### src/rtl/jam_assign_n.sv
// jam_assign_n: exhaustive N-job / N-worker assignment search over all N! permutations.
// Define JAM_BEST_PERM_EN to keep the first minimal assignment on BestJ (otherwise BestJ is 0).
module jam_assign_n #(
    parameter int N   = 8,
    parameter int CW  = 7,
    parameter int MCW = 16,
    localparam int IW = $clog2(N),
    localparam int SW = CW + IW
) (
    input  logic            CLK,
    input  logic            RST_N,
    input  logic            start,
    output logic            busy,
    output logic [IW-1:0]   W,
    output logic [IW-1:0]   J,
    input  logic [CW-1:0]   Cost,
    output logic [SW-1:0]   MinCost,
    output logic [MCW-1:0]  MatchCount,
    output logic [N*IW-1:0] BestJ,
    output logic            Valid
);

    typedef enum logic [2:0] {
        S_IDLE,
        S_EVAL,
        S_CMP,
        S_PIVOT,
        S_SWAP,
        S_DONE
    } state_t;

    localparam logic [IW-1:0]  LAST_IDX    = IW'(N - 1);
    localparam logic [IW-1:0]  PIVOT_START = IW'(N - 2);
    localparam logic [MCW-1:0] COUNT_MAX   = '1;

    state_t               state_q, state_d;
    logic [N-1:0][IW-1:0] perm_q, perm_d;
    logic [SW-1:0]        sum_q, sum_d;
    logic [IW-1:0]        idx_q, idx_d;
    logic [IW-1:0]        k_q, k_d;
    logic                 first_q, first_d;
    logic [SW-1:0]        min_cost_q, min_cost_d;
    logic [MCW-1:0]       match_count_q, match_count_d;
    logic                 valid_q, valid_d;

    logic [N-1:0][IW-1:0] perm_init;
    logic [N-1:0][IW-1:0] perm_swapped;
    logic [N-1:0][IW-1:0] perm_next;
    logic [IW-1:0]        s_idx;

    for (genvar gi = 0; gi < N; gi++) begin : g_init
        assign perm_init[gi] = IW'(gi);
    end

`ifdef JAM_BEST_PERM_EN
    logic [N-1:0][IW-1:0] best_j_q, best_j_d;
`endif

    // Successor permutation: the suffix after pivot k is descending, so the
    // last element above perm[k] is the smallest larger one.
    always_comb begin
        s_idx = k_q;
        for (int i = 0; i < N; i++) begin
            if (IW'(i) > k_q && perm_q[IW'(i)] > perm_q[k_q]) begin
                s_idx = IW'(i);
            end
        end
        perm_swapped        = perm_q;
        perm_swapped[k_q]   = perm_q[s_idx];
        perm_swapped[s_idx] = perm_q[k_q];
        perm_next           = perm_swapped;
        for (int i = 0; i < N; i++) begin
            if (IW'(i) > k_q) begin
                perm_next[IW'(i)] = perm_swapped[IW'(N + int'(k_q) - i)];
            end
        end
    end

    always_comb begin
        state_d       = state_q;
        perm_d        = perm_q;
        sum_d         = sum_q;
        idx_d         = idx_q;
        k_d           = k_q;
        first_d       = first_q;
        min_cost_d    = min_cost_q;
        match_count_d = match_count_q;
        valid_d       = 1'b0;
`ifdef JAM_BEST_PERM_EN
        best_j_d      = best_j_q;
`endif
        case (state_q)
            S_IDLE, S_DONE: begin
                if (start) begin
                    perm_d  = perm_init;
                    sum_d   = '0;
                    idx_d   = '0;
                    first_d = 1'b1;
                    state_d = S_EVAL;
                end
            end
            S_EVAL: begin
                sum_d = sum_q + SW'(Cost);
                idx_d = idx_q + IW'(1);
                if (idx_q == LAST_IDX) begin
                    state_d = S_CMP;
                end
            end
            S_CMP: begin
                if (first_q || sum_q < min_cost_q) begin
                    min_cost_d    = sum_q;
                    match_count_d = MCW'(1);
                    first_d       = 1'b0;
`ifdef JAM_BEST_PERM_EN
                    best_j_d      = perm_q;
`endif
                end else if (sum_q == min_cost_q && match_count_q != COUNT_MAX) begin
                    match_count_d = match_count_q + MCW'(1);
                end
                k_d     = PIVOT_START;
                state_d = S_PIVOT;
            end
            S_PIVOT: begin
                if (perm_q[k_q] < perm_q[k_q + IW'(1)]) begin
                    state_d = S_SWAP;
                end else if (k_q == '0) begin
                    state_d = S_DONE;
                    valid_d = 1'b1;
                end else begin
                    k_d = k_q - IW'(1);
                end
            end
            S_SWAP: begin
                perm_d  = perm_next;
                sum_d   = '0;
                idx_d   = '0;
                state_d = S_EVAL;
            end
            default: state_d = S_IDLE;
        endcase
    end

    always_ff @(posedge CLK or negedge RST_N) begin
        if (!RST_N) begin
            state_q       <= S_IDLE;
            perm_q        <= perm_init;
            sum_q         <= '0;
            idx_q         <= '0;
            k_q           <= '0;
            first_q       <= 1'b0;
            min_cost_q    <= '0;
            match_count_q <= '0;
            valid_q       <= 1'b0;
        end else begin
            state_q       <= state_d;
            perm_q        <= perm_d;
            sum_q         <= sum_d;
            idx_q         <= idx_d;
            k_q           <= k_d;
            first_q       <= first_d;
            min_cost_q    <= min_cost_d;
            match_count_q <= match_count_d;
            valid_q       <= valid_d;
        end
    end

`ifdef JAM_BEST_PERM_EN
    always_ff @(posedge CLK or negedge RST_N) begin
        if (!RST_N) begin
            best_j_q <= '0;
        end else begin
            best_j_q <= best_j_d;
        end
    end
    assign BestJ = best_j_q;
`else
    assign BestJ = '0;
`endif

    assign busy       = (state_q == S_EVAL) || (state_q == S_CMP) ||
                        (state_q == S_PIVOT) || (state_q == S_SWAP);
    assign W          = (state_q == S_EVAL) ? idx_q : '0;
    assign J          = (state_q == S_EVAL) ? perm_q[idx_q] : '0;
    assign MinCost    = min_cost_q;
    assign MatchCount = match_count_q;
    assign Valid      = valid_q;

endmodule

### config.mk
export PLATFORM = sky130hd
export DESIGN_NAME = jam_assign_n
export DESIGN_NICKNAME = d
export VERILOG_FILES = /design/src/rtl/jam_assign_n.sv
export SDC_FILE = /design/constraint.sdc
export NUM_CORES = 1
export LEC_CHECK = 0
export CELL_PAD_IN_SITES_DETAIL_PLACEMENT = 1
export CELL_PAD_IN_SITES_GLOBAL_PLACEMENT = 1
export CORE_ASPECT_RATIO = 1.4
export CORE_MARGIN = 2
export CORE_UTILIZATION = 48
export DETAILED_ROUTE_END_ITERATION = 7
export PLACE_DENSITY_LB_ADDON = 0.1
export SLEW_MARGIN = 5
export SYNTH_ARGS = -nofsm -noshare
export SYNTH_HDL_FRONTEND = slang
export SYNTH_SLANG_ARGS = --single-unit
export TNS_END_PERCENT = 100
### constraint.sdc
create_clock -name CLK -period 10.4 [get_ports CLK]
set_input_delay 2.08 -clock CLK [delete_from_list [all_inputs] [get_ports CLK]]
set_output_delay 2.08 -clock CLK [all_outputs]
set_load 0.05 [all_outputs]
==> impl_metrics.toml <==
[clock_network]
postCtsSetupBuffers = 0
clock_sinks = 71
cts_buffers = 9
cts_max_path_buffers = 2
h-tree-depth = 3
clock_latency_ps = 340
clockRootBuffer = "clkbuf_16"
hold_buffers = 0
cts.clk_slew.worst_paths_ps = 60
cts_tree = "built"
post_cts_resized = 0

[sta]
tightest_slew_ps = 1310
fmax_mhz = 176
maxSlewHeadroom_pct = 12.3
period_needed_ps = 5670
grt_setup_unrepaired = "false"
fin_skew_ps = 8.18
final_max_slew_viol_count = 0
finalHoldViolations = 0
finalSetupViolCount = 0
fin_crit_sh_pct = 54.5
holdWs_ps = 556
tns_ps = 0

[hold_path]
hold_depth = 1
min_from = "MinCost[0]"
holdPathEnd = "MinCost[0]"
hp-class = "register to register"

[logic_synthesis]
ys_ff_latch = 71
synthFlopType = "dfrtp_1"
yosysTopAreaCellShare_pct = 22.6
yosys_warnings = 0
synth_compound_area_share_pct = 24.2
synth-adder-area-share_pct = 8.53
synth_top_area_cell = "dfrtp_1"
yosysMostFrequentCell = "nand2_1"
yosys-top-cells-area = "dfrtp_1 (23%), ha_1 (8.2%), mux4_2 (7.2%)"
synth_cell_type_count = 95
synth_xor_area_share_pct = 3.21
ys_seq_area_share_pct = 27.4
synth-edff-count = 0
async_flop_share_pct = 100
synth.top_cells.by_count = "nand2_1 (73), nor2_1 (64), dfrtp_1 (59)"
synth_top_family_by_area = "compound AO/OA/AOI/OAI gates"
syn_area_mm2 = 0.00654
muxShareOfSynthArea_pct = 10.8
synthCells = 743
postSynthAreaPerCell_um2 = 8.81
yosys.area_share.simple_pct = 18.8

[critical_path]
endpoint_kind = "register"
crit_type = "register to register"
r2r_setup_slack_ps = 4730
max_stage_delay_ps = 1050
path_cells = "buf_4, mux4_2, mux2i_2, ha_1, nand2_1, o21ai_2, a21oi_1, nor4_2, nand2_1, a21boi_1, mux2_2, mux4_2, nor3b_1, a21oi_1"
worstPathRequired_ps = 10670
r2r_start = "k_q[0]"
path_buf_inv = 1
cp_max_fo = 61
timing.rr.end = "perm_q[3]"
rr_worst_depth = 14
worst_setup_path_start_kind = "register"
cp_top_family = "multiplexers"
arrival_ps = 5940
cp_slowest_cell = "nor4_2"

[placement]
place_area_mm2 = 0.00701
place.gp.congestion = 1.08
io_buffers = 43
place_inst = 941
dp_hpwl_um = 19400

[global_route]
grtUsageTotal_pct = 37.7
grt_max_degree = 72
grt_antenna_before_repair = 0
grt_pass1_vias = 6990
overflow = 0
grt_pass1_wl_um = 40600

[final_layout]
finish.instance_area_mm2 = 0.00727
drive_gt1_share_pct = 11.7
fillCellCount = 1584
instances_no_fill = 957
final_nets = 824
synthToLayoutAreaGrowth_pct = 11.1
n_antenna_cell = 0

[status]
outcome = "finished clean"

[routing]
vias_per_cell = 6.81
drt_iter0_markers = 490
wl_um = 26600
dr_total_vias = 6516
drc = 0
first_pass_iters = 5
wl_per_cell_um = 27.7
antenna_left = 0

[floorplanning]
start_util_pct = 49.1
ioPinCount = 68
num_rows = 50
core_area_mm2 = 0.0133
die_w_um = 103
die-area_mm2 = 0.0146
die_y_um = 142

[job]
maxCapViolations = 0
==> logic make-up (layout without fill, tap and decap cells) <==
kind of cell,after synthesis,count (layout)
simple gates,251,251
compound gates,217,217
buf+inv,92,101
flops,71,71
fa+ha+maj,44,44
mux,43,43
xor+xnor,24,24
other cells,1,24
==> how the worst max path moves through the flow <==
stage / start / end / slack, ps / cells past startpoint
after floorplan: k_q[0] / perm_q[6] / 6100 / 15
after global placement: k_q[0] / perm_q[3] / 4980 / 13
after detailed placement: k_q[0] / perm_q[3] / 4850 / 14
after CTS: k_q[0] / perm_q[3] / 4860 / 14
after global routing: k_q[0] / perm_q[3] / 4500 / 14
final: k_q[0] / perm_q[3] / 4730 / 14
==> registers in the layout, indices dropped and copies added (netlist names) <==
name and cells:
MatchCount 16, MinCost 10, Valid 1, first_q 1, idx_q 3, k_q 3, perm_q 24, state_q 3
sum_q 10
==> placed cells by master (no fill, tap or decap), types with 7 or more instances in the layout <==
master	netlist	layout
nor2_1	64	64
xor2_1	17	17
dfstp_2	12	12
a31oi_1	9	9
nand4_1	12	12
xnor2_1	7	7
clkbuf_16	0	9
ha_1	43	43
and2_1	8	8
o21ai_1	8	8
nand3_1	28	28
o21ai_0	43	43
inv_1	33	33
buf_4	27	8
clkdlybuf4s50_1	0	42
a21oi_1	51	51
dfrtp_1	59	58
nand2b_1	7	7
nor3_1	13	13
nand2_1	73	73
a21o_1	8	8
a22o_1	7	7
and3_1	12	12
mux4_2	21	21
mux2i_1	15	15
nor2b_1	8	8
conb_1	1	24
==> per-layer routing <==
metal | GRT usage (%) | up-vias | wire (um)
li1 | - | 2784 | -
met1 | 40.5 | 3213 | 9030
met2 | 65.3 | 370 | 13300
met3 | 6.88 | 149 | 1940
met4 | 26.8 | 0 | 2260
met5 | 0 | - | 0
==> layout make-up <==
| class | count | area, um2 | share of cell area [%] |
|---|---|---|---|
| multi-input combinational | 603 | 4380 | 60.2 |
| sequential | 71 | 1790 | 24.7 |
| timing repair buffer | 50 | 480 | 6.61 |
| clock buffer | 14 | 254 | 3.49 |
| tap | 182 | 228 | 3.13 |
| inverter | 35 | 131 | 1.81 |
| clock inverter | 2 | 10.0 | 0.138 |
==> stage by stage <==
step,setup slack [ps],utilization (%)
2_1_floorplan,6100,-
5_1_grt,4500,54.6
4_1_cts,4860,54.6
6_report,4730,54.6
3_3_place_gp,4980,52.6
3_5_place_dp,4850,52.6
Power is left out: the tool's default activity adds up to more than one toggle a clock period on the data nets, which glitch-free logic cannot reach.
